[config.mk]
export PLATFORM = sky130hd
export DESIGN_NAME = alu_arbiter
export DESIGN_NICKNAME = d
export VERILOG_FILES = /design/src/rtl/alu_pkg.sv /design/src/rtl/rr_arbiter.sv /design/src/rtl/alu_arbiter.sv
export SDC_FILE = /design/constraint.sdc
export NUM_CORES = 1
export LEC_CHECK = 0
export CORE_ASPECT_RATIO = 1.2
export CORE_UTILIZATION = 33
export DETAILED_ROUTE_END_ITERATION = 16
export MAX_ROUTING_LAYER = met4
export PLACE_DENSITY = 0.75
export SYNTH_ARGS = -nofsm -noshare
export SYNTH_HDL_FRONTEND = slang
export SYNTH_HIERARCHICAL = 1
export SYNTH_SLANG_ARGS = --single-unit
[constraint.sdc]
create_clock -name clk -period 1.4 [get_ports clk]
set_clock_uncertainty 0.1 [all_clocks]
set_input_delay 0.28 -clock clk [delete_from_list [all_inputs] [get_ports clk]]
set_output_delay 0.28 -clock clk [all_outputs]
set_load 0.1 [all_outputs]
[src/rtl/alu_pkg.sv]
// Shared definitions for the ALU arbiter: opcode encoding, the legal-opcode
// bound and the arbiter state encoding.
package alu_pkg;

  localparam int ALU_OP_W = 4;

  typedef logic [ALU_OP_W-1:0] alu_op_t;

  localparam alu_op_t ALU_ADD  = 4'd0;
  localparam alu_op_t ALU_SUB  = 4'd1;
  localparam alu_op_t ALU_AND  = 4'd2;
  localparam alu_op_t ALU_OR   = 4'd3;
  localparam alu_op_t ALU_XOR  = 4'd4;
  localparam alu_op_t ALU_SLL  = 4'd5;
  localparam alu_op_t ALU_SRL  = 4'd6;
  localparam alu_op_t ALU_SRA  = 4'd7;
  localparam alu_op_t ALU_SLT  = 4'd8;
  localparam alu_op_t ALU_SLTU = 4'd9;

  localparam alu_op_t ALU_OP_LAST = ALU_SLTU;

  localparam logic [1:0] ARB_IDLE = 2'd0;
  localparam logic [1:0] ARB_EXEC = 2'd1;
  localparam logic [1:0] ARB_RESP = 2'd2;

  function automatic logic alu_op_illegal(input alu_op_t op);
    return op > ALU_OP_LAST;
  endfunction

endpackage

[src/rtl/rr_arbiter.sv]
// Combinational round-robin arbiter: grants the first requester strictly after
// ptr_i (wrapping), returning both a one-hot grant and its index.
module rr_arbiter #(
  parameter int N     = 2,
  parameter int IDX_W = (N > 1) ? $clog2(N) : 1
) (
  input  logic [N-1:0]     req_i,
  input  logic [IDX_W-1:0] ptr_i,
  output logic [N-1:0]     grant_o,
  output logic [IDX_W-1:0] idx_o,
  output logic             valid_o
);

  int   cand;
  logic found;

  always_comb begin
    grant_o = '0;
    idx_o   = '0;
    found   = 1'b0;
    cand    = 0;
    for (int k = 1; k <= N; k++) begin
      cand = (int'(ptr_i) + k) % N;
      if (!found && req_i[IDX_W'(cand)]) begin
        found                 = 1'b1;
        grant_o[IDX_W'(cand)] = 1'b1;
        idx_o                 = IDX_W'(cand);
      end
    end
    valid_o = found;
  end

endmodule

[src/rtl/alu_arbiter.sv]
// Shares one combinational ALU between NUM_REQ requesters: IDLE -> EXEC -> RESP.
// Optional ALU_ARB_PERF_EN adds perf_ops / perf_wait counters.
module alu_arbiter
  import alu_pkg::*;
#(
  parameter int NUM_REQ = 2,
  parameter int XLEN    = 32
) (
  input  logic                    clk,
  input  logic                    rst_n,
  input  logic [NUM_REQ-1:0]      req_valid,
  output logic [NUM_REQ-1:0]      req_ready,
  input  logic [NUM_REQ*XLEN-1:0] req_a,
  input  logic [NUM_REQ*XLEN-1:0] req_b,
  input  logic [NUM_REQ*4-1:0]    req_op,
  output logic [NUM_REQ-1:0]      rsp_valid,
  input  logic [NUM_REQ-1:0]      rsp_ready,
  output logic [XLEN-1:0]         rsp_result,
  output logic                    rsp_is_equal,
  output logic                    rsp_err,
  output logic [XLEN-1:0]         alu_a,
  output logic [XLEN-1:0]         alu_b,
  output logic [ALU_OP_W-1:0]     alu_op,
  input  logic [XLEN-1:0]         alu_result,
  input  logic                    alu_is_equal
`ifdef ALU_ARB_PERF_EN
  ,
  output logic [31:0]             perf_ops,
  output logic [31:0]             perf_wait
`endif
);

  localparam int IDX_W = (NUM_REQ > 1) ? $clog2(NUM_REQ) : 1;

  logic [XLEN-1:0] req_a_arr  [NUM_REQ];
  logic [XLEN-1:0] req_b_arr  [NUM_REQ];
  alu_op_t         req_op_arr [NUM_REQ];

  for (genvar gi = 0; gi < NUM_REQ; gi++) begin : g_unpack
    assign req_a_arr[gi]  = req_a[gi*XLEN +: XLEN];
    assign req_b_arr[gi]  = req_b[gi*XLEN +: XLEN];
    assign req_op_arr[gi] = req_op[gi*ALU_OP_W +: ALU_OP_W];
  end

  logic [1:0]         state_q, state_d;
  logic [IDX_W-1:0]   rr_ptr_q, rr_ptr_d;
  logic [IDX_W-1:0]   owner_q, owner_d;
  logic [XLEN-1:0]    a_q, a_d, b_q, b_d;
  alu_op_t            op_q, op_d;
  logic [NUM_REQ-1:0] rsp_valid_q, rsp_valid_d;
  logic [XLEN-1:0]    result_q, result_d;
  logic               eq_q, eq_d, err_q, err_d;

  logic [NUM_REQ-1:0] grant;
  logic [IDX_W-1:0]   win_idx;
  logic               win_valid;

  rr_arbiter #(.N(NUM_REQ), .IDX_W(IDX_W)) u_rr (
    .req_i   (req_valid),
    .ptr_i   (rr_ptr_q),
    .grant_o (grant),
    .idx_o   (win_idx),
    .valid_o (win_valid)
  );

  assign req_ready = (state_q == ARB_IDLE) ? grant : '0;

  always_comb begin
    state_d     = state_q;
    rr_ptr_d    = rr_ptr_q;
    owner_d     = owner_q;
    a_d         = a_q;
    b_d         = b_q;
    op_d        = op_q;
    rsp_valid_d = rsp_valid_q;
    result_d    = result_q;
    eq_d        = eq_q;
    err_d       = err_q;
    case (state_q)
      ARB_IDLE: begin
        if (win_valid) begin
          a_d      = req_a_arr[win_idx];
          b_d      = req_b_arr[win_idx];
          op_d     = req_op_arr[win_idx];
          rr_ptr_d = win_idx;
          owner_d  = win_idx;
          state_d  = ARB_EXEC;
        end
      end
      ARB_EXEC: begin
        // Illegal codes still reach the ALU, but its answer is discarded.
        if (alu_op_illegal(op_q)) begin
          result_d = '0;
          eq_d     = 1'b0;
          err_d    = 1'b1;
        end else begin
          result_d = alu_result;
          eq_d     = alu_is_equal;
          err_d    = 1'b0;
        end
        rsp_valid_d          = '0;
        rsp_valid_d[owner_q] = 1'b1;
        state_d              = ARB_RESP;
      end
      ARB_RESP: begin
        if (rsp_ready[owner_q]) begin
          rsp_valid_d = '0;
          state_d     = ARB_IDLE;
        end
      end
      default: state_d = ARB_IDLE;
    endcase
  end

  always_ff @(posedge clk or negedge rst_n) begin
    if (!rst_n) begin
      state_q     <= ARB_IDLE;
      rr_ptr_q    <= IDX_W'(NUM_REQ - 1);
      owner_q     <= '0;
      a_q         <= '0;
      b_q         <= '0;
      op_q        <= '0;
      rsp_valid_q <= '0;
      result_q    <= '0;
      eq_q        <= 1'b0;
      err_q       <= 1'b0;
    end else begin
      state_q     <= state_d;
      rr_ptr_q    <= rr_ptr_d;
      owner_q     <= owner_d;
      a_q         <= a_d;
      b_q         <= b_d;
      op_q        <= op_d;
      rsp_valid_q <= rsp_valid_d;
      result_q    <= result_d;
      eq_q        <= eq_d;
      err_q       <= err_d;
    end
  end

  assign alu_a        = a_q;
  assign alu_b        = b_q;
  assign alu_op       = op_q;
  assign rsp_valid    = rsp_valid_q;
  assign rsp_result   = result_q;
  assign rsp_is_equal = eq_q;
  assign rsp_err      = err_q;

`ifdef ALU_ARB_PERF_EN
  logic [31:0] perf_ops_q, perf_wait_q;

  always_ff @(posedge clk or negedge rst_n) begin
    if (!rst_n) begin
      perf_ops_q  <= '0;
      perf_wait_q <= '0;
    end else begin
      if (state_q == ARB_RESP && rsp_ready[owner_q]) perf_ops_q <= perf_ops_q + 32'd1;
      if (|req_valid && req_ready == '0) perf_wait_q <= perf_wait_q + 32'd1;
    end
  end

  assign perf_ops  = perf_ops_q;
  assign perf_wait = perf_wait_q;
`endif

endmodule

Word level (Yosys, flattened, before mapping). Index checks and enable logic that the tools add are counted.

Add/sub/neg operators: 2. Order comparisons: 8. Eq/ne operators: 4. Mux-type cells: 35. Bitwise logic cells: 2. Reduce and logical (&&, ||, !) cells: 10.

Operator list (count): 2-to-1 mux 32 bit (7); 2-to-1 mux 1 bit (15); 2-to-1 mux 4 bit (3); 2-to-1 mux 2 bit (5); < comparator 1 x 3 -> 1 bit, second input constant (2); one-hot mux 2 bit (3 select lines) (1); AND reduction 2 bit (3); greater-than comparator 4 bit, second input constant (1); logical AND 1 bit (4); one-hot mux 2 bit (2 select lines) (1); demux 1 bit (select 1 bit) (3); greater-or-equal comparator 1 bit, second input constant (3); adder 1 bit, second input constant (2); equality test 2 x 1 -> 1 bit, second input constant (1); equality test 2 bit, second input constant (1); greater-or-equal comparator 2 bit, second input constant (1); logical NOT 2 bit (1); < comparator 1 x 2 -> 1 bit, second input constant (1); != test 2 x 1 -> 1 bit, second input constant (1); != test 2 bit, second input constant (1); NOT 1 -> 2 bit (1); bitwise OR 2 bit (1); nonzero test 2 bit (1); logical NOT 1 bit (1).

Register bits: 108. Output and inout port bits: 106. Word-level logic and storage cells: 71.

Longest topological paths before layout. Gate-level depths: netlist of the first run.

Word-level depth: 12. Gate-level depth with buffers: 6. Gate-level depth less buffers: 3.

Modules after synthesis. Netlist of the first run, hierarchy kept.

By module, submodules not included: alu_arbiter (instances 1, cells each 399, area each 4631.9 um^2, seq. area each 2703.8 um^2); rr_arbiter (instances 1, cells each 5, area each 35.0 um^2, seq. area each 0.0 um^2).

Least setup slack after synthesis of the first run. OpenSTA, ideal clock, no wires.

Path type: register to output. Start point: reg rr_ptr_q. End point: out req_ready[0]. Arrival time: 2.832 ns. Required time: 1.020 ns. Slack: -1.812 ns. Cell stages (with the launch flop): 3. Buffers on the path: 0. Cells stage by stage: dfstp_2 > and2_2 > nor3b_1.

Word-level cells in the longest chain between the ends: 9. Elaborated cells between the ends (all ways): 16.

RTL lines: start, declared (RTL line alu_arbiter.sv:46) `logic [IDX_W-1:0] rr_ptr_q, rr_ptr_d;`; start signal, assigned (RTL line alu_arbiter.sv:118) `rr_ptr_q <= IDX_W'(NUM_REQ - 1);`; start signal, assigned (RTL line alu_arbiter.sv:129) `rr_ptr_q <= rr_ptr_d;`; adder 1 bit (RTL line rr_arbiter.sv:23) `cand = (int'(ptr_i) + k) % N;`; < comparator 1 x 3 -> 1 bit (implied by the code) / greater-or-equal comparator 1 bit (equally long branches) (RTL line rr_arbiter.sv:26) `grant_o[IDX_W'(cand)] = 1'b1;`; logical AND 1 bit (implied by the code) (RTL line rr_arbiter.sv:26); 2-to-1 mux 1 bit (implied by the code) (RTL line rr_arbiter.sv:26); demux 1 bit (select 1 bit); 2-to-1 mux 2 bit (RTL line rr_arbiter.sv:24) `if (!found && req_i[IDX_W'(cand)]) begin`; bitwise OR 2 bit (no source line); 2-to-1 mux 2 bit (*) (RTL line rr_arbiter.sv:24); net grant[0] (RTL line alu_arbiter.sv:54) `logic [NUM_REQ-1:0] grant;`; 2-to-1 mux 2 bit (*) (RTL line alu_arbiter.sv:66) `assign req_ready = (state_q == ARB_IDLE) ? grant : '0;`; end, declared (RTL line alu_arbiter.sv:12) `output logic [NUM_REQ-1:0] req_ready,`.

The timed path passes the listed nets; every way through them passes the cells marked *.

Final worst setup path of the first run.
Start point: reg state_q[1]. End point: reg b_q[27], in the netlist alu_b[27].

Word-level cells in the longest chain between the ends: 2.

RTL lines: start, declared (RTL line alu_arbiter.sv:45) `logic [1:0] state_q, state_d;`; start signal, assigned (RTL line alu_arbiter.sv:128) `state_q <= state_d;`; logical NOT 2 bit (RTL line alu_arbiter.sv:79) `case (state_q)`; AND reduction 2 bit (no source line); end signal, assigned (RTL line alu_arbiter.sv:121) `b_q <= '0;`; end signal, assigned (RTL line alu_arbiter.sv:132) `b_q <= b_d;`; end, declared (RTL line alu_arbiter.sv:48) `logic [XLEN-1:0] a_q, a_d, b_q, b_d;`.

Every way passes these cells. A chain may end at the register's enable or synchronous reset.

==> results of run 1 <==
[stage by stage]
step | cells | hold slack [ps] | setup WS [ps]
3_5_place_dp | 844 | 189.3 | -490.4
3_3_place_gp | 844 | 177.8 | -406.1
6_report | 916 | 375.5 | -413.2
5_1_grt | 916 | 416.0 | -473.1
4_1_cts | 907 | 380.8 | -438.4
2_1_floorplan | 404 | -115.6 | -443.9
[cell families (layout without fill, tap and decap cells)]
logic type,count (synthesis),after routing,synth area share [%]
DFF,108,108,57.94
muxes,70,70,15.07
AOI/OAI and AO/OA,107,107,14.24
and+or+nand+nor,85,85,7.963
other,1,1,0.08035
buffers and inverters,33,374,4.718
[layout make-up]
type / count / area share [%]
repair buffers: 357 / 48.46
inverters: 1 / 0.03481
flip-flops and latches: 108 / 25.40
well taps: 171 / 1.984
clock buffers: 9 / 2.088
clock inverters: 7 / 0.7890
multi-input cells: 263 / 21.24
[flip-flops by register name, indices dropped and copies added (netlist names)]
name,cells
alu_a,32
alu_b,32
rsp_result,32
alu_op,4
rsp_valid,2
state_q,2
owner_q,1
rr_ptr_q,1
rsp_err,1
rsp_is_equal,1
[cell usage in the layout (no fill, tap or decap), drive strengths merged, types with 2 or more instances in the layout]
master,Yosys,layout
nor2,70,70
inv,1,3
clkinv,0,3
nand2b,3,3
clkdlybuf4s50,0,172
buf,30,179
nor3b,3,3
dfrtp,107,107
a21oi,71,71
nand2,5,5
mux2i,68,68
mux2,2,2
a22o,33,33
clkbuf,2,14
[how the worst max path moves through the flow]
stage	start	to	depth (start not counted)
2_1_floorplan	rr_ptr_q	req_ready[0]	2
5_1_grt	rr_ptr_q	req_ready[0]	3
3_5_place_dp	req_valid[0]	alu_a[1]	5
4_1_cts	rr_ptr_q	req_ready[0]	3
3_3_place_gp	req_valid[0]	alu_b[26]	5
6_report	state_q[1]	alu_b[27]	9
[tightest hold or removal path: stages]
cell and delay [ps]:
dlygate4sd3_1 540, buf_4 140, buf_12 230
[repair_timing]
item | 4_1_cts | 5_1_grt
hold endpoints to repair | 107 | 0
resized for setup | 142 | 63
setup buffers | 27 | 4
endpoints found under the setup margin | 107 | 121
pin swaps | 36 | 16
hold buffers | 1 | 0
gates cloned | 19 | 5
[metal layers]
layer / vias to the layer above / GRT usage, %
met5: - / -
met4: 0 / 11.56
met3: 49 / 4.966
met2: 234 / 47.34
met1: 2359 / 26.96
li1: 2103 / -
==> key figures, run 1 <==
Worst setup path
  • Crit-path cells: buf_6 > nor3b_4 > buf_6 > buf_12 > buf_6 > buf_6 > buf_16 > nor2_2 > a21oi_1
  • Startpoint Class: register
  • Crit path max fanout: 8
  • Path depth of the worst reg2reg path: 9
  • Critical Path AT: 1980 ps
  • WP buf/inv: 6
  • Critical R2R Launch: state_q[1]
  • CP max stage cell: dfrtp_2
  • Register-to-register setup slack: -410 ps
  • Crit path max-delay family: buffers and inverters
  • Crit-path most repeated cell: buf_6
  • Crit Reg-Reg Endpoint: alu_b[27]
  • Slowest stage delay, CP: 450 ps
  • Worst Path Required: 1560 ps
  • Worst Setup End Kind: register
  • Critical path class: register to register

Timing
  • Hold violation count in the final report: 0
  • Worst Tran Pin Value: 3061 ps
  • RSZ-0062 raised after global routing: yes
  • Total negative setup slack: -19830 ps
  • Slew margin rel.: -104.5%
  • Max Slew Vio Count: 1
  • Fin crit share: 129.5%
  • Fmax: 551.5 MHz
  • Final setup margin: -413.2 ps
  • Setup-failing EPs final: 107
  • Tmin final: 1813 ps

Die
  • Die area: 0.01462 mm^2
  • CORE AREA: 0.01382 mm^2
  • Die Ht: 132.3 um
  • Die width: 110.6 um
  • Ports: 281
  • # rows: 47
  • Initial Util: 33.77%

Logic synthesis
  • FF+latch count, synth: 108
  • Avg Cell Area, Syn: 11.55 um^2
  • Post-Syn Area: 0.004667 mm^2
  • Synthesized netlist cell count: 404
  • Post-synth top area cell: dfrtp_1
  • Synth cell types: 25
  • Post-synth top area share: 57.37%
  • EDFF count, synth: 0
  • Primary FF master, synth: dfrtp_1
  • Dominant cell by count in the synthesized netlist: dfrtp_1
  • Synthesized Nets: 579
  • Ys async rst share: 100.0%
  • Post-synthesis sequential area ratio: 57.94%
  • Warnings from Yosys: 6
  • Area contributors post-synth: dfrtp_1 (57%), mux2i_1 (15%), a21oi_1 (7.6%), a22o_1 (6.2%), nor2_1 (5.5%)
  • Commonest cells post-synth: dfrtp_1 (107), a21oi_1 (71), nor2_1 (69)

Finish
  • Sequential cell area: 0.002739 mm^2
  • Share of layout cells above drive strength 1: 43.89%
  • Multi-input gate area: 0.002291 mm^2
  • Final #Nets: 915
  • Fin area: 0.01078 mm^2
  • Fillers: 771
  • Synth-to-Final Area Change: 131.1%
  • ANT cells: 0
  • Final core utilization: 78.04%

Clock tree
  • Clock buffer count from CTS: 9
  • Clk Latency, worst-skew pair: 350 ps
  • Max H-tree Level: 3
  • Clock transition at path regs: 80 ps
  • CTS tree: built
  • CTS max path bufs: 2
  • Clk Tree Root Cell: clkbuf_16
  • Clk sink count: 108

Route
  • Final WL: 19220 um
  • 1st-iter DRT viols: 229
  • Detailed Routing Iterations Pass 1: 4
  • Via density per instance: 5.180
  • DRC violations left: 0
  • Met3 WL: 1015 um
  • Routed Antenna Nets: 0
  • Drt wl/cell: 20.99 um
  • Wl on met1: 6844 um
  • Top Layer Used: met4
  • Metal2 WL: 10740 um
  • Via Count: 4745

Place
  • Routability Congestion: 0.8203
  • Detailed placement HPWL: 11660 um
  • Dpl cell area: 0.008811 mm^2
  • I/O Buffers: 278

Global route
  • Largest net degree at the start of global routing: 66
  • First-pass GRT wire length: 28410 um
  • GR Util All Layers: 25.98%
  • Vias in the first global route: 5272
  • Initial antenna violation count: 0
  • Grt ovf: 0

Status
  • Failing checks: max-slew violations, negative setup slack
  • Status: finished with violations

Worst hold path
  • Min-delay worst type: primary input to asynchronous set/reset pin

Flow run
  • Max-Cap Viols: 0
Power of run 1 is left out: the tool's default activity adds up to more than one toggle a clock period on the data nets, which glitch-free logic cannot reach.
==> run 2: changes to the inputs <==
--- a/config.mk
+++ b/config.mk
@@ -7,8 +7,8 @@
 export LEC_CHECK = 0
 export CORE_ASPECT_RATIO = 1.2
 export CORE_UTILIZATION = 33
+export CTS_CLUSTER_SIZE = 16
 export DETAILED_ROUTE_END_ITERATION = 16
-export MAX_ROUTING_LAYER = met4
 export PLACE_DENSITY = 0.75
 export SYNTH_ARGS = -nofsm -noshare
 export SYNTH_HDL_FRONTEND = slang
==> run 2 against run 1 <==
Against the previous run:
- design area hardly changed
- maximum frequency rose by 0.32%
- utilization about the same
- global-route usage down 0.78 points
- the flow still finishes with violations (max-slew violations, negative setup slack)
- worst setup slack better by 5.8 ps
- register-to-register slack is essentially flat
- wire length increased by 0.26%
- critical endpoint is now req_ready[0]
- sequential cell count unchanged
- non-clock buffer count unchanged
- first-iteration DRC count fell by 14%
- count of clock-buffer cells in the layout did not move
==> key figures, run 2 (synthesis results as in run 1) <==
Finish
  • Multi-input gate area: 0.002288 mm^2 (was 0.002291 mm^2)
  • Sequential cell area: 0.002739 mm^2 (unchanged)
  • Final Instance Count excl. Fillers: 916 (unchanged)
  • ANT cells: 0 (unchanged)
  • Final #Nets: 915 (unchanged)
  • Fillers: 772 (was 771)
  • Final core utilization: 78.02% (was 78.04%)
  • Synth-to-Final Area Change: 131.0% (was 131.1%)
  • Leading cell types in the layout, fill and taps excluded: clkdlybuf4s50_1 (172), buf_12 (121), dfrtp_1 (85) (unchanged)
  • Share of layout cells above drive strength 1: 43.76% (was 43.89%)
  • Most common cell after layout, fill and taps aside: clkdlybuf4s50_1 (unchanged)

Route
  • 1st-iter DRT viols: 197 (was 229)
  • Via density per instance: 5.151 (was 5.180)
  • Via Count: 4718 (was 4745)
  • Final WL: 19270 um (was 19220 um)
  • Routed Antenna Nets: 0 (unchanged)
  • DRC violations left: 0 (unchanged)
  • Detailed Routing Iterations Pass 1: 4 (unchanged)
  • Drt wl/cell: 21.04 um (was 20.99 um)

Global route
  • Grt ovf: 0 (unchanged)
  • First-pass GRT wire length: 28450 um (was 28410 um)
  • Vias in the first global route: 5287 (was 5272)
  • Initial antenna violation count: 0 (unchanged)
  • Largest net degree at the start of global routing: 66 (unchanged)
  • GR Util All Layers: 25.20% (was 25.98%)

Die
  • Ports: 281 (unchanged)
  • CORE AREA: 0.01382 mm^2 (unchanged)
  • # rows: 47 (unchanged)
  • Initial Util: 33.77% (unchanged)
  • Die width: 110.6 um (unchanged)
  • Die area: 0.01462 mm^2 (unchanged)
  • Die Ht: 132.3 um (unchanged)

Place
  • Pre-CTS WS: -490.4 ps (unchanged)
  • DP Cell Count: 844 (unchanged)
  • Detailed placement HPWL: 11660 um (unchanged)
  • Routability Congestion: 0.8071 (was 0.8203)
  • I/O Buffers: 278 (unchanged)

Timing
  • Worst Tran Pin Value: 3058 ps (was 3061 ps)
  • Hold violation count in the final report: 0 (unchanged)
  • Setup-failing EPs final: 107 (unchanged)
  • Fmax: 553.3 MHz (was 551.5 MHz)
  • RSZ-0062 raised after global routing: yes (unchanged)
  • Fin crit share: 129.1% (was 129.5%)
  • Final setup margin: -407.4 ps (was -413.2 ps)
  • Max Slew Vio Count: 1 (unchanged)
  • Slew margin rel.: -104.3% (was -104.5%)
  • Tmin final: 1807 ps (was 1813 ps)

Worst setup path
  • Worst setup startpoint: rr_ptr_q (was state_q[1])
  • Critical Path AT: 1430 ps (was 1980 ps)
  • Register-to-register setup slack: -410 ps (about the same)
  • Worst Path Required: 1020 ps (was 1560 ps)
  • Slowest stage delay, CP: 530 ps (was 450 ps)
  • Path depth of the worst reg2reg path: 9 (unchanged)
  • WP buf/inv: 1 (was 6)
  • CP max stage cell: dfstp_2 (was dfrtp_2)
  • Critical path class: register to output port (was register to register)
  • Startpoint Class: register (unchanged)
  • Crit path max-delay family: flip-flops (was buffers and inverters)
  • Critical path depth: 3 (was 9)
  • Crit Reg-Reg Endpoint: alu_b[27] (unchanged)
  • Worst Setup EP: req_ready[0] (was alu_b[27])
  • Critical R2R Launch: state_q[1] (unchanged)
  • Crit path max fanout: 2 (was 8)
  • Crit-path cells: and2_4 > nor3b_4 > buf_12 (was buf_6 > nor3b_4 > buf_6 > buf_12 > buf_6 > buf_6 > buf_16 > nor2_2 > a21oi_1)
  • Worst Setup End Kind: output port (was register)

Clock tree
  • Clk Tree Root Cell: clkbuf_16 (unchanged)
  • Clock buffer count from CTS: 9 (unchanged)
  • CTS tree: built (unchanged)
  • CTS max path bufs: 2 (unchanged)
  • Max H-tree Level: 3 (unchanged)
  • Clock transition at path regs: 80 ps (about the same)
  • Clk sink count: 108 (unchanged)
  • Clk Latency, worst-skew pair: 350 ps (about the same)

Status
  • Status: finished with violations (unchanged)
  • Failing checks: max-slew violations, negative setup slack (unchanged)

Worst hold path
  • Min-delay worst type: primary input to asynchronous set/reset pin (unchanged)

Flow run
  • Max-Cap Viols: 0 (unchanged)
[run 2: stage by stage]
stage                     instance area, um^2  TNS (ps)  hold WS [ps]
after detailed placement                 8811    -32450         189.3
after global placement                   8811    -28160         177.8
final                                   10780    -19760         376.9
after CTS                               10370    -15530         380.8
after global routing                    10780    -24760         412.6
after floorplan                          4813     -5313        -115.6
[run 2: worst min-delay path: stages]
cell           delay [ps]
dlygate4sd3_1         540
buf_4                 140
buf_12                240
[run 2: layer usage]
metal,vias up,global-route usage [%],share of wire [%]
li1,2101,-,-
met1,2325,26.16,35
met2,243,47.45,56
met3,49,6.023,6.1
met4,0,11.56,3.2
met5,-,0,0
[run 2: worst min path at each step]
stage	start	to	cells after the start	slack, ps
after floorplan	rst_n	alu_a[0]	0	-120
after global placement	rst_n	alu_a[26]	2	180
after detailed placement	rst_n	alu_a[14]	2	190
after CTS	rst_n	alu_a[11]	3	380
after global routing	rst_n	alu_a[15]	3	410
final	rst_n	alu_a[15]	3	380
[run 2: layout make-up]
| class | instances | area share [%] |
|---|---|---|
| clock buffer | 9 | 2.089 |
| clock inverter | 7 | 0.7891 |
| inverter | 1 | 0.03481 |
| multi-input combinational | 263 | 21.23 |
| sequential | 108 | 25.40 |
| tap | 171 | 1.984 |
| timing repair buffer | 357 | 48.47 |
[run 2: repair_timing]
item                                    4_1_cts  5_1_grt
gates resized for setup                     142       62
gates cloned                                 19        5
hold buffers                                  1        0
hold endpoints to repair                    107        0
endpoints found under the setup margin      107      121
pin swaps                                    36       16
buffers inserted                             27        4
Power of run 2 is left out for the same reason.
==> run 3: changes to the inputs <==
--- a/config.mk
+++ b/config.mk
@@ -7,9 +7,10 @@
 export LEC_CHECK = 0
 export CORE_ASPECT_RATIO = 1.2
 export CORE_UTILIZATION = 33
+export CTS_CLUSTER_DIAMETER = 60
 export CTS_CLUSTER_SIZE = 16
 export DETAILED_ROUTE_END_ITERATION = 16
-export PLACE_DENSITY = 0.75
+export PLACE_DENSITY_LB_ADDON = 0.08
 export SYNTH_ARGS = -nofsm -noshare
 export SYNTH_HDL_FRONTEND = slang
 export SYNTH_HIERARCHICAL = 1
==> run 3 against run 2 <==
Against the previous run:
- the flow still finishes with violations (max-slew violations, negative setup slack)
- utilization shrank 7.5 points
- worst setup slack improved by 5.4 ps
- die area is the same
- wire length is 20% lower
- register-to-register slack gained 80 ps
- count of clock-buffer cells in the layout grew 1
- highest routed layer unchanged
==> key figures, run 3 (synthesis results as in run 1) <==
Clock tree
  • Max H-tree Level: 3 (unchanged)
  • CTS tree: built (unchanged)
  • Clock buffer count from CTS: 9 (unchanged)
  • Clk sink count: 108 (unchanged)
  • Clk Latency, worst-skew pair: 340 ps (was 350 ps)
  • Clk Tree Root Cell: clkbuf_16 (unchanged)
  • CTS max path bufs: 2 (unchanged)
  • Clock transition at path regs: 70 ps (was 80 ps)

Worst setup path
  • Worst Setup End Kind: output port (unchanged)
  • Startpoint Class: register (unchanged)
  • Critical Path AT: 1420 ps (was 1430 ps)
  • Critical path class: register to output port (unchanged)
  • Crit path max fanout: 2 (unchanged)
  • Register-to-register setup slack: -330 ps (was -410 ps)
  • Worst Path Required: 1020 ps (about the same)

Route
  • Routed Antenna Nets: 0 (unchanged)
  • DRC violations left: 0 (unchanged)
  • Drt wl/cell: 17.49 um (was 21.04 um)
  • Via density per instance: 4.792 (was 5.151)
  • Via Count: 4246 (was 4718)
  • Final WL: 15500 um (was 19270 um)
  • 1st-iter DRT viols: 161 (was 197)
  • Detailed Routing Iterations Pass 1: 4 (unchanged)

Global route
  • Grt ovf: 0 (unchanged)
  • First-pass GRT wire length: 24400 um (was 28450 um)
  • Vias in the first global route: 4592 (was 5287)
  • Initial antenna violation count: 0 (unchanged)
  • Largest net degree at the start of global routing: 35 (was 66)
  • GR Util All Layers: 21.56% (was 25.20%)

Status
  • Status: finished with violations (unchanged)
  • Failing checks: max-slew violations, negative setup slack (unchanged)

Place
  • Routability Congestion: 0.7815 (was 0.8071)
  • I/O Buffers: 278 (unchanged)
  • Detailed placement HPWL: 11460 um (was 11660 um)
  • DP Cell Count: 847 (was 844)

Die
  • Die Ht: 132.3 um (unchanged)
  • Die area: 0.01462 mm^2 (unchanged)
  • # rows: 47 (unchanged)
  • Initial Util: 33.77% (unchanged)
  • Ports: 281 (unchanged)
  • CORE AREA: 0.01382 mm^2 (unchanged)
  • Die width: 110.6 um (unchanged)

Timing
  • Fmax: 554.9 MHz (was 553.3 MHz)
  • RSZ-0062 raised after global routing: yes (unchanged)
  • Final setup margin: -402.0 ps (was -407.4 ps)
  • Hold violation count in the final report: 0 (unchanged)
  • Slew margin rel.: -108.2% (was -104.3%)
  • Setup-failing EPs final: 73 (was 107)
  • Worst Tran Pin Value: 3116 ps (was 3058 ps)
  • Max Slew Vio Count: 1 (unchanged)
  • Tmin final: 1802 ps (was 1807 ps)
  • Fin crit share: 128.7% (was 129.1%)

Worst hold path
  • Min-delay worst type: primary input to asynchronous set/reset pin (unchanged)

Finish
  • Final core utilization: 70.53% (was 78.02%)
  • ANT cells: 0 (unchanged)
  • Fillers: 963 (was 772)
  • Share of layout cells above drive strength 1: 28.81% (was 43.76%)
  • Most common cell after layout, fill and taps aside: clkdlybuf4s50_1 (unchanged)
  • Leading cell types in the layout, fill and taps excluded: clkdlybuf4s50_1 (171), buf_12 (120), dfrtp_1 (102) (was clkdlybuf4s50_1 (172), buf_12 (121), dfrtp_1 (85))
  • Final Instance Count excl. Fillers: 886 (was 916)
  • Synth-to-Final Area Change: 108.8% (was 131.0%)
  • Final #Nets: 885 (was 915)

Flow run
  • Max-Cap Viols: 0 (unchanged)
[run 3: cell count changes in the layout (fill, tap and decap cells not counted), moves of 15 or more]
cell / before / now
a21oi_1: 36 / 63
a21oi_2: 35 / 8
buf_6: 21 / 6
dfrtp_1: 85 / 102
dfrtp_2: 19 / 2
nor2_1: 28 / 69
nor2_2: 21 / 0
nor2_4: 20 / 0
[run 3: path summary, 6_finish.rpt]
check,cells past startpoint,startpoint,to
setup / recovery,3,rr_ptr_q,req_ready[0]
setup reg to reg,7,rr_ptr_q,alu_a[0]
hold / removal,2,rst_n,alu_a[2]
max in group asynchronous,3,rst_n,rr_ptr_q
hold reg to reg,1,owner_q,rsp_valid[0]
min in group clk,2,alu_result[24],rsp_result[24]
[run 3: critical path, stage by stage (launching register included)]
cell and delay (ps):
dfstp_2 540, and2_4 130, nor3b_4 210, buf_12 210
[run 3: area by class of cell]
| cell class | count | area (um^2) | share of cell area [%] |
|---|---|---|---|
| timing repair buffer | 326 | 4571 | 46.89 |
| tap | 171 | 214.0 | 2.195 |
| clock buffer | 10 | 239.0 | 2.452 |
| multi-input combinational | 264 | 1932 | 19.82 |
| inverter | 1 | 3.754 | 0.03851 |
| clock inverter | 6 | 70.07 | 0.7189 |
| sequential | 108 | 2718 | 27.88 |
[run 3: layer usage]
metal,global-route usage [%],part of all wire [%],vias to the layer above
met5,0,0,-
met4,10.67,3.7,0
met3,5.287,6.2,37
met2,38.27,52,181
met1,23.99,38,1993
li1,-,-,2035
[run 3: timing repair]
item	CTS	global route
setup buffers	10	2
gates resized for setup	19	31
gates cloned	8	2
pin swaps	17	20
hold buffers	1	0
setup endpoints to repair	107	107
hold endpoints to repair	18	0
[run 3: through the flow]
stage               hold slack (ps)  TNS [ps]  setup slack, ps  cell area (um^2)
floorplan                    -115.6     -5313           -443.9              4813
global placement              141.9    -25430           -404.7              8896
detailed placement            137.2    -30170           -493.4              8896
CTS                           317.8    -14700           -412.0              9542
global route                  353.4    -18840           -448.9              9747
finish                        309.9    -14780           -402.0              9747
Power of run 3 is left out for the same reason.
